File: config.mk
export PLATFORM = sky130hd
export DESIGN_NAME = uart_tx_generator
export DESIGN_NICKNAME = d
export VERILOG_FILES = /design/src/rtl/uart_tx_generator.sv
export SDC_FILE = /design/constraint.sdc
export NUM_CORES = 1
export LEC_CHECK = 0
export ABC_AREA = 1
export BUFFER_PORTS_ARGS = -buffer_cell sky130_fd_sc_hd__buf_2
export CAP_MARGIN = 10
export CELL_PAD_IN_SITES_DETAIL_PLACEMENT = 1
export CELL_PAD_IN_SITES_GLOBAL_PLACEMENT = 2
export CORE_MARGIN = 10
export CORE_UTILIZATION = 35
export CTS_CLUSTER_SIZE = 28
export DETAILED_ROUTE_END_ITERATION = 12
export PLACE_DENSITY_LB_ADDON = 0.1
export SLEW_MARGIN = 10
export SYNTH_ARGS = -nofsm -noshare
export SYNTH_HDL_FRONTEND = slang
export SYNTH_SLANG_ARGS = --single-unit
File: constraint.sdc
create_clock -name clk -period 2.58 [get_ports clk]
set_input_delay 0.387 -clock clk [delete_from_list [all_inputs] [get_ports clk]]
set_output_delay 0.387 -clock clk [all_outputs]
set_load 0.01 [all_outputs]
File: src/rtl/uart_tx_generator.sv
// UART transmitter with a small input FIFO: 8-bit LSB-first frames with optional
// parity, one or two stop bits and a runtime bit period, all latched per frame.
module uart_tx_generator #(
  parameter int FIFO_DEPTH = 4,
  parameter int DIV_W      = 16
) (
  input  logic                          clk,
  input  logic                          rst,
  input  logic [DIV_W-1:0]              baud_div,
  input  logic                          parity_en,
  input  logic                          parity_odd,
  input  logic                          two_stop,
  input  logic [7:0]                    in_data,
  input  logic                          in_valid,
  output logic                          in_ready,
  output logic                          tx,
  output logic                          busy,
  output logic                          done,
  output logic [$clog2(FIFO_DEPTH):0]   fifo_count
);

  localparam int PTR_W = $clog2(FIFO_DEPTH);
  localparam int CNT_W = PTR_W + 1;
  localparam logic [CNT_W-1:0] FULL_CNT = CNT_W'(FIFO_DEPTH);
  localparam logic [CNT_W-1:0] CNT_ONE  = CNT_W'(1);
  localparam logic [PTR_W-1:0] PTR_ONE  = PTR_W'(1);
  localparam logic [DIV_W-1:0] DIV_ONE  = DIV_W'(1);

  typedef enum logic [2:0] {
    IDLE   = 3'd0,
    START  = 3'd1,
    DATA   = 3'd2,
    PARITY = 3'd3,
    STOP   = 3'd4
  } state_e;

  logic [7:0]       mem [FIFO_DEPTH];
  logic [PTR_W-1:0] wr_ptr_q, wr_ptr_d;
  logic [PTR_W-1:0] rd_ptr_q, rd_ptr_d;
  logic [CNT_W-1:0] count_q, count_d;
  logic             wr_en;
  logic             pop;

  state_e           state_q, state_d;
  logic [DIV_W-1:0] timer_q, timer_d;
  logic [2:0]       idx_q, idx_d;
  logic             stop2_q, stop2_d;
  logic [7:0]       data_q, data_d;
  logic [DIV_W-1:0] div_q, div_d;
  logic             par_en_q, par_en_d;
  logic             par_odd_q, par_odd_d;
  logic             two_stop_q, two_stop_d;
  logic             tx_q, tx_d;
  logic             busy_q, busy_d;
  logic             done_q, done_d;
  logic             bit_end;

  // in_ready looks only at the registered count, so a full FIFO refuses writes even while popping
  assign in_ready   = (count_q != FULL_CNT);
  assign wr_en      = in_valid && in_ready;
  assign fifo_count = count_q;
  assign tx         = tx_q;
  assign busy       = busy_q;
  assign done       = done_q;
  assign bit_end    = (timer_q == '0);

  always_ff @(posedge clk) begin
    if (wr_en) begin
      mem[wr_ptr_q] <= in_data;
    end
  end

  always_comb begin
    wr_ptr_d = wr_ptr_q;
    rd_ptr_d = rd_ptr_q;
    count_d  = count_q;
    if (wr_en) begin
      wr_ptr_d = wr_ptr_q + PTR_ONE;
    end
    if (pop) begin
      rd_ptr_d = rd_ptr_q + PTR_ONE;
    end
    if (wr_en && !pop) begin
      count_d = count_q + CNT_ONE;
    end else if (!wr_en && pop) begin
      count_d = count_q - CNT_ONE;
    end
  end

  always_ff @(posedge clk) begin
    if (rst) begin
      wr_ptr_q   <= '0;
      rd_ptr_q   <= '0;
      count_q    <= '0;
      state_q    <= IDLE;
      timer_q    <= '0;
      idx_q      <= '0;
      stop2_q    <= 1'b0;
      data_q     <= '0;
      div_q      <= '0;
      par_en_q   <= 1'b0;
      par_odd_q  <= 1'b0;
      two_stop_q <= 1'b0;
      tx_q       <= 1'b1;
      busy_q     <= 1'b0;
      done_q     <= 1'b0;
    end else begin
      wr_ptr_q   <= wr_ptr_d;
      rd_ptr_q   <= rd_ptr_d;
      count_q    <= count_d;
      state_q    <= state_d;
      timer_q    <= timer_d;
      idx_q      <= idx_d;
      stop2_q    <= stop2_d;
      data_q     <= data_d;
      div_q      <= div_d;
      par_en_q   <= par_en_d;
      par_odd_q  <= par_odd_d;
      two_stop_q <= two_stop_d;
      tx_q       <= tx_d;
      busy_q     <= busy_d;
      done_q     <= done_d;
    end
  end

  // Popping latches the head byte together with the frame format, so later config edits wait for the next pop
  always_comb begin
    state_d    = state_q;
    timer_d    = timer_q;
    idx_d      = idx_q;
    stop2_d    = stop2_q;
    data_d     = data_q;
    div_d      = div_q;
    par_en_d   = par_en_q;
    par_odd_d  = par_odd_q;
    two_stop_d = two_stop_q;
    pop        = 1'b0;
    case (state_q)
      IDLE: begin
        if (count_q != '0) begin
          pop        = 1'b1;
          data_d     = mem[rd_ptr_q];
          div_d      = baud_div;
          par_en_d   = parity_en;
          par_odd_d  = parity_odd;
          two_stop_d = two_stop;
          timer_d    = baud_div;
          state_d    = START;
        end
      end
      START: begin
        if (bit_end) begin
          state_d = DATA;
          idx_d   = '0;
          timer_d = div_q;
        end else begin
          timer_d = timer_q - DIV_ONE;
        end
      end
      DATA: begin
        if (bit_end) begin
          timer_d = div_q;
          if (idx_q == 3'd7) begin
            state_d = par_en_q ? PARITY : STOP;
            stop2_d = 1'b0;
          end else begin
            idx_d = idx_q + 3'd1;
          end
        end else begin
          timer_d = timer_q - DIV_ONE;
        end
      end
      PARITY: begin
        if (bit_end) begin
          state_d = STOP;
          stop2_d = 1'b0;
          timer_d = div_q;
        end else begin
          timer_d = timer_q - DIV_ONE;
        end
      end
      STOP: begin
        if (bit_end) begin
          if (two_stop_q && !stop2_q) begin
            stop2_d = 1'b1;
            timer_d = div_q;
          end else if (count_q != '0) begin
            pop        = 1'b1;
            data_d     = mem[rd_ptr_q];
            div_d      = baud_div;
            par_en_d   = parity_en;
            par_odd_d  = parity_odd;
            two_stop_d = two_stop;
            timer_d    = baud_div;
            state_d    = START;
          end else begin
            state_d = IDLE;
          end
        end else begin
          timer_d = timer_q - DIV_ONE;
        end
      end
      default: begin
        state_d = IDLE;
      end
    endcase
  end

  // Outputs are registered from next-state values; done marks the cycle holding the last stop bit at timer 0
  always_comb begin
    tx_d   = 1'b1;
    busy_d = (state_d != IDLE);
    done_d = (state_d == STOP) && (timer_d == '0) && (!two_stop_q || stop2_d);
    case (state_d)
      START:   tx_d = 1'b0;
      DATA:    tx_d = data_q[idx_d];
      PARITY:  tx_d = (^data_q) ^ par_odd_q;
      default: tx_d = 1'b1;
    endcase
  end

endmodule

---- Yosys cells after proc, flatten, opt, wreduce, memory -nomap -nowiden ----
Memory sizes are Yosys's and may differ from the RTL's. A register that Yosys moved wholly into a read port is not among the register bits.
Cells that the tools add are included.
Widths: inputs -> output; s select.
storage, ports and cells
  register bits after elaboration ......... 60
  bits in writable memories ............... 32
  bits of input ports ..................... 30
  word-level logic and storage cells ...... 115
  memories ................................ 1
cells by class
  add/sub/neg operators ................... 6
  magnitude comparators ................... 1
  eq/ne operators ......................... 12
  muxes and demuxes ....................... 58
  bitwise logic cells ..................... 1
  reductions and logical operators ........ 21
memory list
  memory  words  bits a word  rd ports  clocked after memory_dff  wr ports  RTL line  source
  mem     4      8            1         1                         1         37        logic [7:0] mem [FIFO_DEPTH];
operator list
  cell                   number
  $mux 16                7
  $pmux 16 s3            1
  $mux 3                 13
  $logic_not 16->1       2
  $pmux 16 s2            1
  $mux 8                 3
  $mux 1                 21
  $pmux 8 s2             1
  $sub 16x1->16 const B  1
  $pmux 3 s5             1
  $eq 3x2->1 const B     4
  $eq 3x3->1 const B     3
  $pmux 1 s2             4
  $reduce_xor 8->1       1
  $add 3x1->3 const B    2
  $eq 3x1->1 const B     2
  $logic_and 1x1->1      6
  $pmux 1 s3             2
  $pmux 3 s2             1
  $reduce_bool 3->1      2
  $add 2x1->2 const B    2
  $logic_not 1->1        4
  $lt 3x4->1 const B     1
  $mux 2                 2
  10 further kinds       12

---- Depth between registers and ports, before layout ----
Gate-level depths: netlist of run 1.
  word-level depth ........................ 8
  gate-level depth with buffers ........... 18
  gate-level depth less buffers ........... 17

---- Least setup slack after synthesis of run 1 ----
No wires, ideal clock.
  path kind ............................... reg-to-reg
  from .................................... register timer_q[0]
  to ...................................... register count_q[2], in the netlist fifo_count[2]
  arrival time ............................ 2287 ps
  required time ........................... 2510 ps
  path slack .............................. 223 ps
  cell stages (with the launch flop) ...... 19
  path buffers ............................ 1
  period minus slack after synthesis ...... 2357 ps
  path through ............................ dfxtp_1 > inv_1 > ha_1 > inv_1 > nor2_1 > nand2_1 > nor2_2 > nand3_2 > nand2_2 > nand2_2 > clkbuf_1 > ha_1 > inv_1 > fa_1 > nor2_1 > nor2_1 > nand2_1 > o21ai_0 > a21oi_1
between the ends
  cells in the longest elaborated chain, start to end .. 6
  elaborated cells between the ends (all ways) .. 8
  those cells by class .................... 3 x mux; 5 x reduce/logical
RTL lines
  element                                             RTL line  source
  start: declaration                                  45        logic [DIV_W-1:0] timer_q, timer_d;
  start signal: assignment                            112       timer_q <= timer_d;
  $logic_not 16->1 *                                  65        assign bit_end = (timer_q == '0);
  $mux 1 *                                            183       if (bit_end) begin
  $pmux 1 s2 *                                        138       case (state_q)
  $logic_not 1->1                                     83        if (wr_en && !pop) begin
  $logic_and 1x1->1                                   83
  $mux 3 / $reduce_bool 2->1 (equally long branches)  n/a
  end signal: assignment                              110       count_q <= count_d;
  end: declaration                                    40        logic [CNT_W-1:0] count_q, count_d;
Mark *: on every way between the ends. The rest lies on a longest branch, timed or not.
A chain may end at the register's enable or synchronous reset.

---- Worst setup path after layout of run 1 ----
  from .................................... register timer_q[0]
  to ...................................... register count_q[1], in the netlist fifo_count[1]
between the ends
  cells in the longest elaborated chain, start to end .. 6
  elaborated cells between the ends (all ways) .. 8
  those cells by class .................... 3 x mux; 5 x reduce/logical
RTL lines
  element               RTL line
  $logic_not 16->1      65
  $mux 1                183
  $pmux 1 s2            138
  $logic_not 1->1       83
  $logic_and 1x1->1     83
  $mux 3                83
  named net count_d[1]  40
The timed path passes the listed nets, and every way through them passes these cells.

==> flow_summary.yaml, run 1 <==
outcome:
  outcome: "finished, final reports clean"
timing:
  tightest_slew_ns: 0.430
  setup-violations-final: 0
  final.min_clock_period_ns: 2.37
  rsz0062_at_grt: "no"
  tns_ns: 0
  final_hold_viol_count: 0
  whs_ns: 0.243
  max_slew_margin: 0.713
  fin_skew_ns: 0.00762
  max_freq_mhz: 422
  fin_crit_sh: 0.919
  finalMaxSlewViolations: 0
detailed_routing:
  initialDrtViolationCount: 227
  ant_nets: 0
  wire_per_inst_um: 16.9
  vias: 4619
  via_per_inst: 4.97
  drt_wl_total_um: 15700
  drcViolationCount: 0
  drtPass1Iterations: 4
final_layout:
  final_core_util: 0.413
  final_cell_mix: "148 x nand2_1, 139 x nor2_1, 71 x o21ai_0, 65 x nand3_1, 62 x dfxtp_1"
  postLayoutCellArea_um2: 5750
  fin_nets: 783
  drive_above_1_share: 0.138
  fill_cells: 1803
  area_growth_pct: 15.4
  diodes: 0
  layout_commonest_cell: "nand2_1"
pwr:
  p_leak_nw: 2.54
  powerDensity_nw_per_um2: 1280
  vdd_ir_drop_max_uv: 391
  p_total_mw: 7.36
hold_path:
  hold_class: "in2reg"
  worst_hold_path.num_cells: 1
critical_path:
  path_class: "reg2reg"
  start_kind: "register"
  arrival_ns: 2.62
  r2r_slack_ns: 0.21
  cp.depth: 14
  critical-path-max-stage-delay_ns: 0.41
  rr_worst_depth: 14
  crit_fanout: 4
  cp_cell_sequence: "inv_1 > ha_1 > inv_1 > nor2_1 > nand2_1 > nor2_2 > nand3_2 > nand2_2 > nand2_2 > ha_1 > inv_1 > fa_1 > o21ai_0 > a21oi_1"
  cp_slowest_cell: "fa_1"
  required_ns: 2.83
  path_buf_inv: 3
  crit_path_end_kind: "register"
  critical-path-top-delay-family: "adder cells"
  crit_path_frequent_cell: "inv_1"
clock_tree:
  clock_latency_ns: 0.36
  clk_path_buf_depth: 2
  htree_levels: 3
  clockRootBuffer: "clkbuf_16"
  clk_pin_slew_worst_paths_ns: 0.08
  clock-sinks: 94
  cts_tree: "done"
  cts_setup_buffers: 0
  numCtsBuffers: 9
synth:
  synth_area_um2: 4980
  async_flop_share: 0
  synthCells: 695
  yosys_warnings: 0
  synthFlopType: "dfxtp_1"
  synth_cell_types: 33
  synth_edf_count: 32
  avgSynthCellArea_um2: 7.17
  synth_seq_cells: 94
  syn_nets: 734
  seq_area_frac_synth: 0.442
global_routing:
  grt_first_pass_wirelength_um: 24700
  grt_use_total: 0.158
  grt_pass1_vias: 4535
  grt.overflow.total: 0
  antenna_found_initial: 0
  grt_start_max_net_pins: 36
floorplan:
  num_rows: 43
  dieWidth_um: 139
  core_um2: 13900
  die_y_um: 139
  io_pins: 37
  start_util: 0.358
  die-area_um2: 19400
place:
  dpl.hpwl_um: 12200
  port_buffers: 36
  placed_area_um2: 5450
  routabilityCongestion: 0.881
flow_run:
  maxCapViolations: 0
-- synthesized netlist by cell type, types with 2 or more instances --
cell | n | area [um^2]
edfxtp_1 | 32 | 961
or2_2 | 2 | 12.5
a21oi_1 | 19 | 95.1
buf_2 | 3 | 15.0
inv_1 | 61 | 229
inv_2 | 5 | 18.8
nor2_4 | 2 | 22.5
nor2_2 | 7 | 43.8
nand2_2 | 6 | 37.5
clkbuf_1 | 14 | 52.6
nor2_1 | 139 | 522
buf_6 | 3 | 33.8
nand3_1 | 65 | 325
dfxtp_1 | 62 | 1240
xnor2_1 | 7 | 61.3
o21ai_0 | 71 | 355
o211ai_1 | 2 | 15.0
o21ai_1 | 3 | 15.0
a31oi_1 | 11 | 68.8
nand2_1 | 148 | 556
nand3_2 | 2 | 20.0
xor2_1 | 6 | 52.6
ha_1 | 8 | 100
nand4_1 | 8 | 50.1
-- stage by stage --
| step | instances | setup slack [ns] |
|---|---|---|
| after floorplan | 695 | 0.223 |
| after global routing | 929 | 0.0119 |
| final | 929 | 0.209 |
| after global placement | 913 | 0.275 |
| after detailed placement | 913 | 0.209 |
| after CTS | 929 | 0.185 |
-- timing repair --
action	CTS	global route
hold buffers	0	0
setup endpoints to repair	0	1
gates resized for setup	0	1
-- flip-flops by register name, summed over array words and instances, names as in the netlist, 2 cells and up, named ones only --
name and count:
timer_q 16, mem 32, wr_ptr_q 2, idx_q 3, div_q 16, rd_ptr_q 2
fifo_count 3, data_q 8, state_q 3
-- path summary, 6_finish.rpt --
path                             from                    endpoint
max             timer_q[0]$_SDFF_PP0_  fifo_count[1]$_SDFFE_PP0P_
min reg2reg  rd_ptr_q[0]$_SDFFE_PP0P_    rd_ptr_q[0]$_SDFFE_PP0P_
max reg2reg     timer_q[0]$_SDFF_PP0_  fifo_count[1]$_SDFFE_PP0P_
min                        in_data[5]         mem[2][5]$_DFFE_PP_
-- cell type report --
type / instances / area [um^2] / share of cell area
clock buffer: 9 / 225 / 0.0392
clock inverter: 7 / 68.8 / 0.0120
inverter: 68 / 260 / 0.0453
multi-input combinational: 513 / 2420 / 0.421
sequential: 94 / 2200 / 0.383
tap: 180 / 225 / 0.0392
timing repair buffer: 58 / 345 / 0.0601
-- report_power, final --
group / leakage, nW / internal [mW] / total [mW] / switching (mW)
sequential: 0.805 / 1.96 / 2.31 / 0.353
clock: 0.143 / 0.679 / 1.32 / 0.646
combinational: 1.59 / 1.26 / 3.73 / 2.47
-- routing by layer --
metal	track usage	wire length, um
met1	0.216	7760
met2	0.246	7180
met3	0.0357	609
met4	0.0362	102
met5	0	0
-- cell families (layout without fill, tap and decap cells) --
family	count (synthesis)	after routing	share of synthesized area
XOR/XNOR	13	13	0.0229
adder cells (fa/ha/maj)	9	9	0.0241
buffers and inverters	88	142	0.0718
AND/OR/NAND/NOR	382	382	0.323
AO/OA/AOI/OAI	109	109	0.116
flip-flops	94	94	0.442
No activity file was read; power rests on OpenSTA's default activity.
==> run 2: changes to the inputs <==
--- a/config.mk
+++ b/config.mk
@@ -12,9 +12,10 @@
 export CELL_PAD_IN_SITES_GLOBAL_PLACEMENT = 2
 export CORE_MARGIN = 10
 export CORE_UTILIZATION = 35
+export CTS_BUF_LIST = sky130_fd_sc_hd__clkbuf_4 sky130_fd_sc_hd__clkbuf_8 sky130_fd_sc_hd__clkbuf_16
 export CTS_CLUSTER_SIZE = 28
 export DETAILED_ROUTE_END_ITERATION = 12
-export PLACE_DENSITY_LB_ADDON = 0.1
+export PLACE_DENSITY_LB_ADDON = 0.15
 export SLEW_MARGIN = 10
 export SYNTH_ARGS = -nofsm -noshare
 export SYNTH_HDL_FRONTEND = slang
==> run 2 against run 1 <==
Compared with the run above:
- first-iteration DRC count fell by 11%
- largest cell class unchanged
- critical endpoint unchanged
- sequential power about the same
- core utilization down 0.24 points
- critical path type unchanged
==> flow_summary.yaml, run 2 (synthesis results as in run 1) <==
final_layout:
  fin_nets: 778
  regMostFlops: "mem"
  diodes: 0
  largest_register_ffs: 32
  largest_registers: "mem (32), div_q (16), timer_q (16)"
  drive_above_1_share: 0.132
  final_cell_mix: "148 x nand2_1, 139 x nor2_1, 71 x o21ai_0, 65 x nand3_1, 62 x dfxtp_1"
  area_growth_pct: 14.7
  layout_commonest_cell: "nand2_1"
clock_tree:
  clockRootBuffer: "clkbuf_16"
  numCtsBuffers: 9
  clk_path_buf_depth: 2
  clk_pin_slew_worst_paths_ns: 0.07
  cts_tree: "done"
  htree_levels: 3
  clock_latency_ns: 0.36
  clock-sinks: 94
  hold_buffers: 0
pwr:
  powerDensity_nw_per_um2: 1270
  vdd_ir_drop_max_uv: 471
  p_total_mw: 7.28
  p_leak_nw: 2.51
timing:
  final.min_clock_period_ns: 2.37
  final_hold_viol_count: 0
  fin_skew_ns: 0.00957
  fin_crit_sh: 0.919
  tightest_slew_ns: 0.771
  tns_ns: 0
  rsz0062_at_grt: "no"
  max_slew_margin: 0.484
  whs_ns: 0.235
  finalMaxSlewViolations: 0
  max_freq_mhz: 422
  setup-violations-final: 0
detailed_routing:
  wire_per_inst_um: 16.4
  ant_nets: 0
  drcViolationCount: 0
  vias: 4621
  initialDrtViolationCount: 202
  via_per_inst: 5.00
  drt_wl_total_um: 15100
  drtPass1Iterations: 5
flow_run:
  maxCapViolations: 0
global_routing:
  grt_pass1_vias: 4785
  grt.overflow.total: 0
  grt_start_max_net_pins: 25
  grt_first_pass_wirelength_um: 24600
  antenna_found_initial: 0
  grt_use_total: 0.156
hold_path:
  worst_hold_path.num_cells: 1
  hold_class: "in2reg"
  holdPathEnd: "mem[1][7]$_DFFE_PP_"
  hp-start: "in_data[7]"
place:
  routabilityCongestion: 0.877
  port_buffers: 36
  dpl.hpwl_um: 12000
floorplan:
  die_y_um: 139
  num_rows: 43
  core_um2: 13900
  dieWidth_um: 139
  start_util: 0.358
  die-area_um2: 19400
  io_pins: 37
critical_path:
  cp_slowest_cell: "fa_1"
  arrival_ns: 2.62
  critical-path-top-delay-family: "adder cells"
  crit_fanout: 4
  critical-path-max-stage-delay_ns: 0.43
  cp_cell_sequence: "inv_1 > ha_2 > inv_1 > nor2_1 > nand2_1 > nor2_4 > nand3_2 > nand2_2 > nand2_2 > ha_1 > inv_1 > fa_1 > o21ai_0 > a21oi_1"
  path_buf_inv: 3
  r2r-start: "timer_q[0]$_SDFF_PP0_"
  start_kind: "register"
  required_ns: 2.83
  rr_worst_depth: 14
  path_class: "reg2reg"
  crit_path_frequent_cell: "inv_1"
  r2r_slack_ns: 0.21
  crit_path_end_kind: "register"
  rr_endpoint: "fifo_count[1]$_SDFFE_PP0P_"
outcome:
  outcome: "finished, final reports clean"
-- run 2: cell types whose count changed in the layout (fill, tap and decap cells not counted), sizes merged --
cell / previous run / this run
buf: 58 / 53
clkinv: 4 / 5
inv: 69 / 68
-- run 2: worst max path at each step --
stage	slack [ns]	startpoint	cells after the start	to
2_1_floorplan	0.22	timer_q[0]$_SDFF_PP0_	18	fifo_count[2]$_SDFFE_PP0P_
3_3_place_gp	0.31	timer_q[0]$_SDFF_PP0_	14	fifo_count[1]$_SDFFE_PP0P_
3_5_place_dp	0.17	timer_q[0]$_SDFF_PP0_	17	fifo_count[2]$_SDFFE_PP0P_
4_1_cts	0.17	timer_q[0]$_SDFF_PP0_	17	fifo_count[2]$_SDFFE_PP0P_
5_1_grt	0.01	state_q[0]$_SDFF_PP0_	14	fifo_count[2]$_SDFFE_PP0P_
6_report	0.21	timer_q[0]$_SDFF_PP0_	14	fifo_count[1]$_SDFFE_PP0P_
-- run 2: report_power, final --
group / total, mW / switching (mW) / internal, mW
logic: 3.65 / 2.41 / 1.24
clock network: 1.34 / 0.660 / 0.676
registers: 2.29 / 0.333 / 1.96
total: 7.28 / 3.40 / 3.87
-- run 2: metal layers --
| layer | global-route usage | vias to the layer above | share of wire |
|---|---|---|---|
| met3 | 0.0218 | 14 | 0.026 |
| li1 | - | 2352 | - |
| met2 | 0.267 | 55 | 0.48 |
| met5 | 0 | - | 0 |
| met4 | 0.0582 | 0 | 0.015 |
| met1 | 0.194 | 2200 | 0.47 |
-- run 2: through the flow --
stage	instance area, um^2	worst slack [ns]	utilization	std cells
finish	5720	0.209	0.410	924
global route	5720	0.0120	0.410	924
CTS	5690	0.172	0.409	922
global placement	5400	0.311	0.387	906
floorplan	4980	0.223	-	695
detailed placement	5400	0.174	0.387	906
-- run 2: worst register-to-register path, stage by stage (launching register included) --
cell     delay [ns]
dfxtp_1        0.33
inv_1          0.13
ha_2           0.22
inv_1          0.04
nor2_1         0.08
nand2_1        0.10
nor2_4         0.15
nand3_2        0.10
nand2_2        0.10
nand2_2        0.09
ha_1           0.19
inv_1          0.10
fa_1           0.43
o21ai_0        0.16
a21oi_1        0.05
-- run 2: area by class of cell --
cell class / instances / area (um^2)
Clock buffer: 9 / 225
Clock inverter: 7 / 68.8
Fill cell: 1754 / 8220
Inverter: 68 / 256
Multi-Input combinational cell: 513 / 2430
Sequential cell: 94 / 2200
Tap cell: 180 / 225
Timing Repair Buffer: 53 / 308
-- run 2: what timing repair did --
| item | CTS | global route |
|---|---|---|
| endpoints found under the hold margin | 0 | 0 |
| resized for setup | 0 | 2 |
| buffers inserted | 0 | 2 |
| setup endpoints to repair | 0 | 1 |
==> run 3: changes to the inputs <==
--- a/config.mk
+++ b/config.mk
@@ -16,6 +16,7 @@
 export CTS_CLUSTER_SIZE = 28
 export DETAILED_ROUTE_END_ITERATION = 12
 export PLACE_DENSITY_LB_ADDON = 0.15
+export SETUP_SLACK_MARGIN = 0.4
 export SLEW_MARGIN = 10
 export SYNTH_ARGS = -nofsm -noshare
 export SYNTH_HDL_FRONTEND = slang
==> run 3 against run 2 <==
Compared with the run above:
- core utilization is 1.8 points higher
- highest routed layer unchanged
- setup slack gained 0.26 ns
- clock power hardly changed
- cell area is 4.4% higher
- sequential power hardly changed
- total power grew 7.0%
- clock-buffer cell count unchanged
- critical endpoint unchanged
==> flow_summary.yaml, run 3 (synthesis results as in run 1) <==
final_layout:
  final_cell_mix: "142 x nand2_1, 131 x nor2_1, 68 x o21ai_0, 61 x nand3_1, 60 x dfxtp_1"
  area_growth_pct: 19.8
  largest_registers: "mem (32), div_q (16), timer_q (16)"
  fin_nets: 787
  final_core_util: 0.428
  regMostFlops: "mem"
  drive_above_1_share: 0.186
  layout_commonest_cell: "nand2_1"
  diodes: 0
  largest_register_ffs: 32
floorplan:
  die_y_um: 139
  start_util: 0.358
  die-area_um2: 19400
  io_pins: 37
  core_um2: 13900
  dieWidth_um: 139
  num_rows: 43
pwr:
  p_leak_nw: 2.60
  p_total_mw: 7.79
  vdd_ir_drop_max_uv: 461
  powerDensity_nw_per_um2: 1310
hold_path:
  hold_class: "in2reg"
  holdPathEnd: "mem[1][3]$_DFFE_PP_"
  hp-start: "in_data[3]"
  worst_hold_path.num_cells: 1
timing:
  whs_ns: 0.246
  rsz0062_at_grt: "yes"
  max_slew_margin: 0.487
  tns_ns: 0
  fin_skew_ns: 0.00900
  setup-violations-final: 0
  fin_ws_ns: 0.470
  fin_crit_sh: 0.818
  finalMaxSlewViolations: 0
  tightest_slew_ns: 0.767
  final_hold_viol_count: 0
  final.min_clock_period_ns: 2.11
  max_freq_mhz: 474
global_routing:
  grt_pass1_vias: 4888
  grt_use_total: 0.162
  antenna_found_initial: 0
  grt.overflow.total: 0
  grt_start_max_net_pins: 36
  grt_first_pass_wirelength_um: 25700
detailed_routing:
  initialDrtViolationCount: 234
  wire_per_inst_um: 17.3
  ant_nets: 0
  drt_wl_total_um: 16200
  via_per_inst: 5.04
  vias: 4701
  drtPass1Iterations: 4
  drcViolationCount: 0
critical_path:
  critical-path-top-delay-family: "adder cells"
  crit_fanout: 4
  rr_worst_depth: 14
  arrival_ns: 2.36
  worstSetupStartpoint: "timer_q[0]$_SDFF_PP0_"
  r2r_slack_ns: 0.47
  cp_cell_sequence: "inv_4 > ha_4 > inv_2 > nor2_1 > nand2_1 > nor2_4 > nand3_2 > nand2_4 > nand2_4 > ha_4 > inv_4 > fa_2 > o21ai_2 > a21oi_2"
  crit_path_end_kind: "register"
  path_class: "reg2reg"
  r2r-start: "timer_q[0]$_SDFF_PP0_"
  required_ns: 2.83
  cp_slowest_cell: "fa_2"
  rr_endpoint: "fifo_count[1]$_SDFFE_PP0P_"
  critical-path-max-stage-delay_ns: 0.44
  start_kind: "register"
  path_buf_inv: 3
clock_tree:
  clock_latency_ns: 0.36
  cts_tree: "done"
  clk_path_buf_depth: 2
  clk_pin_slew_worst_paths_ns: 0.07
  numCtsBuffers: 9
  htree_levels: 3
  clock-sinks: 94
  hold_buffers: 0
  clockRootBuffer: "clkbuf_16"
place:
  pre_cts_ws_ns: 0.260
  dpl.hpwl_um: 12100
  port_buffers: 36
  routabilityCongestion: 0.842
outcome:
  outcome: "finished, final reports clean"
flow_run:
  maxCapViolations: 0
-- run 3: cell types whose count changed in the layout (fill, tap and decap cells not counted), moves of 4 or more --
cell,before,now
nor2_4,3,10
nand3_1,65,61
inv_4,0,4
inv_2,5,9
nand2_4,0,4
buf_4,17,23
nand2_1,148,142
inv_1,61,54
nor2_1,139,131
-- run 3: worst max-delay path by stage --
stage / to / slack, ns / cells past startpoint
global placement: fifo_count[2]$_SDFFE_PP0P_ / 0.37 / 17
detailed placement: fifo_count[1]$_SDFFE_PP0P_ / 0.26 / 14
floorplan: fifo_count[1]$_SDFFE_PP0P_ / 0.40 / 15
finish: fifo_count[1]$_SDFFE_PP0P_ / 0.47 / 14
CTS: fifo_count[2]$_SDFFE_PP0P_ / 0.41 / 17
global route: fifo_count[2]$_SDFFE_PP0P_ / 0.30 / 17
-- run 3: cell type report --
| type | instances | area (um^2) |
|---|---|---|
| Fill cell | 1763 | 7970 |
| Multi-Input combinational cell | 514 | 2590 |
| Sequential cell | 94 | 2200 |
| Timing Repair Buffer | 61 | 379 |
| Inverter | 68 | 269 |
| Clock buffer | 9 | 225 |
| Tap cell | 180 | 225 |
| Clock inverter | 7 | 75.1 |
-- run 3: power breakdown --
part / internal (mW) / total [mW] / switching [mW] / leakage, nW
clock: 0.689 / 1.36 / 0.668 / 0.145
combinational: 1.45 / 4.13 / 2.68 / 1.65
sequential: 1.96 / 2.30 / 0.343 / 0.806
total: 4.10 / 7.79 / 3.69 / 2.60
-- run 3: timing repair --
action	CTS	global route
pin swaps	4	16
gates cloned	0	1
setup endpoints to repair	3	16
resized for setup	9	40
hold endpoints to repair	0	0
buffers inserted	4	6
-- run 3: stage by stage --
step	std cells	instance area, um^2
after floorplan	695	5020
after global placement	906	5430
after detailed placement	906	5430
after CTS	926	5790
after global routing	933	5970
final	933	5970
-- run 3: metal layers --
metal  GRT usage  part of all wire
met1       0.209              0.47
met5           0                 0
met2       0.271              0.48
met3      0.0269             0.036
met4      0.0478             0.012
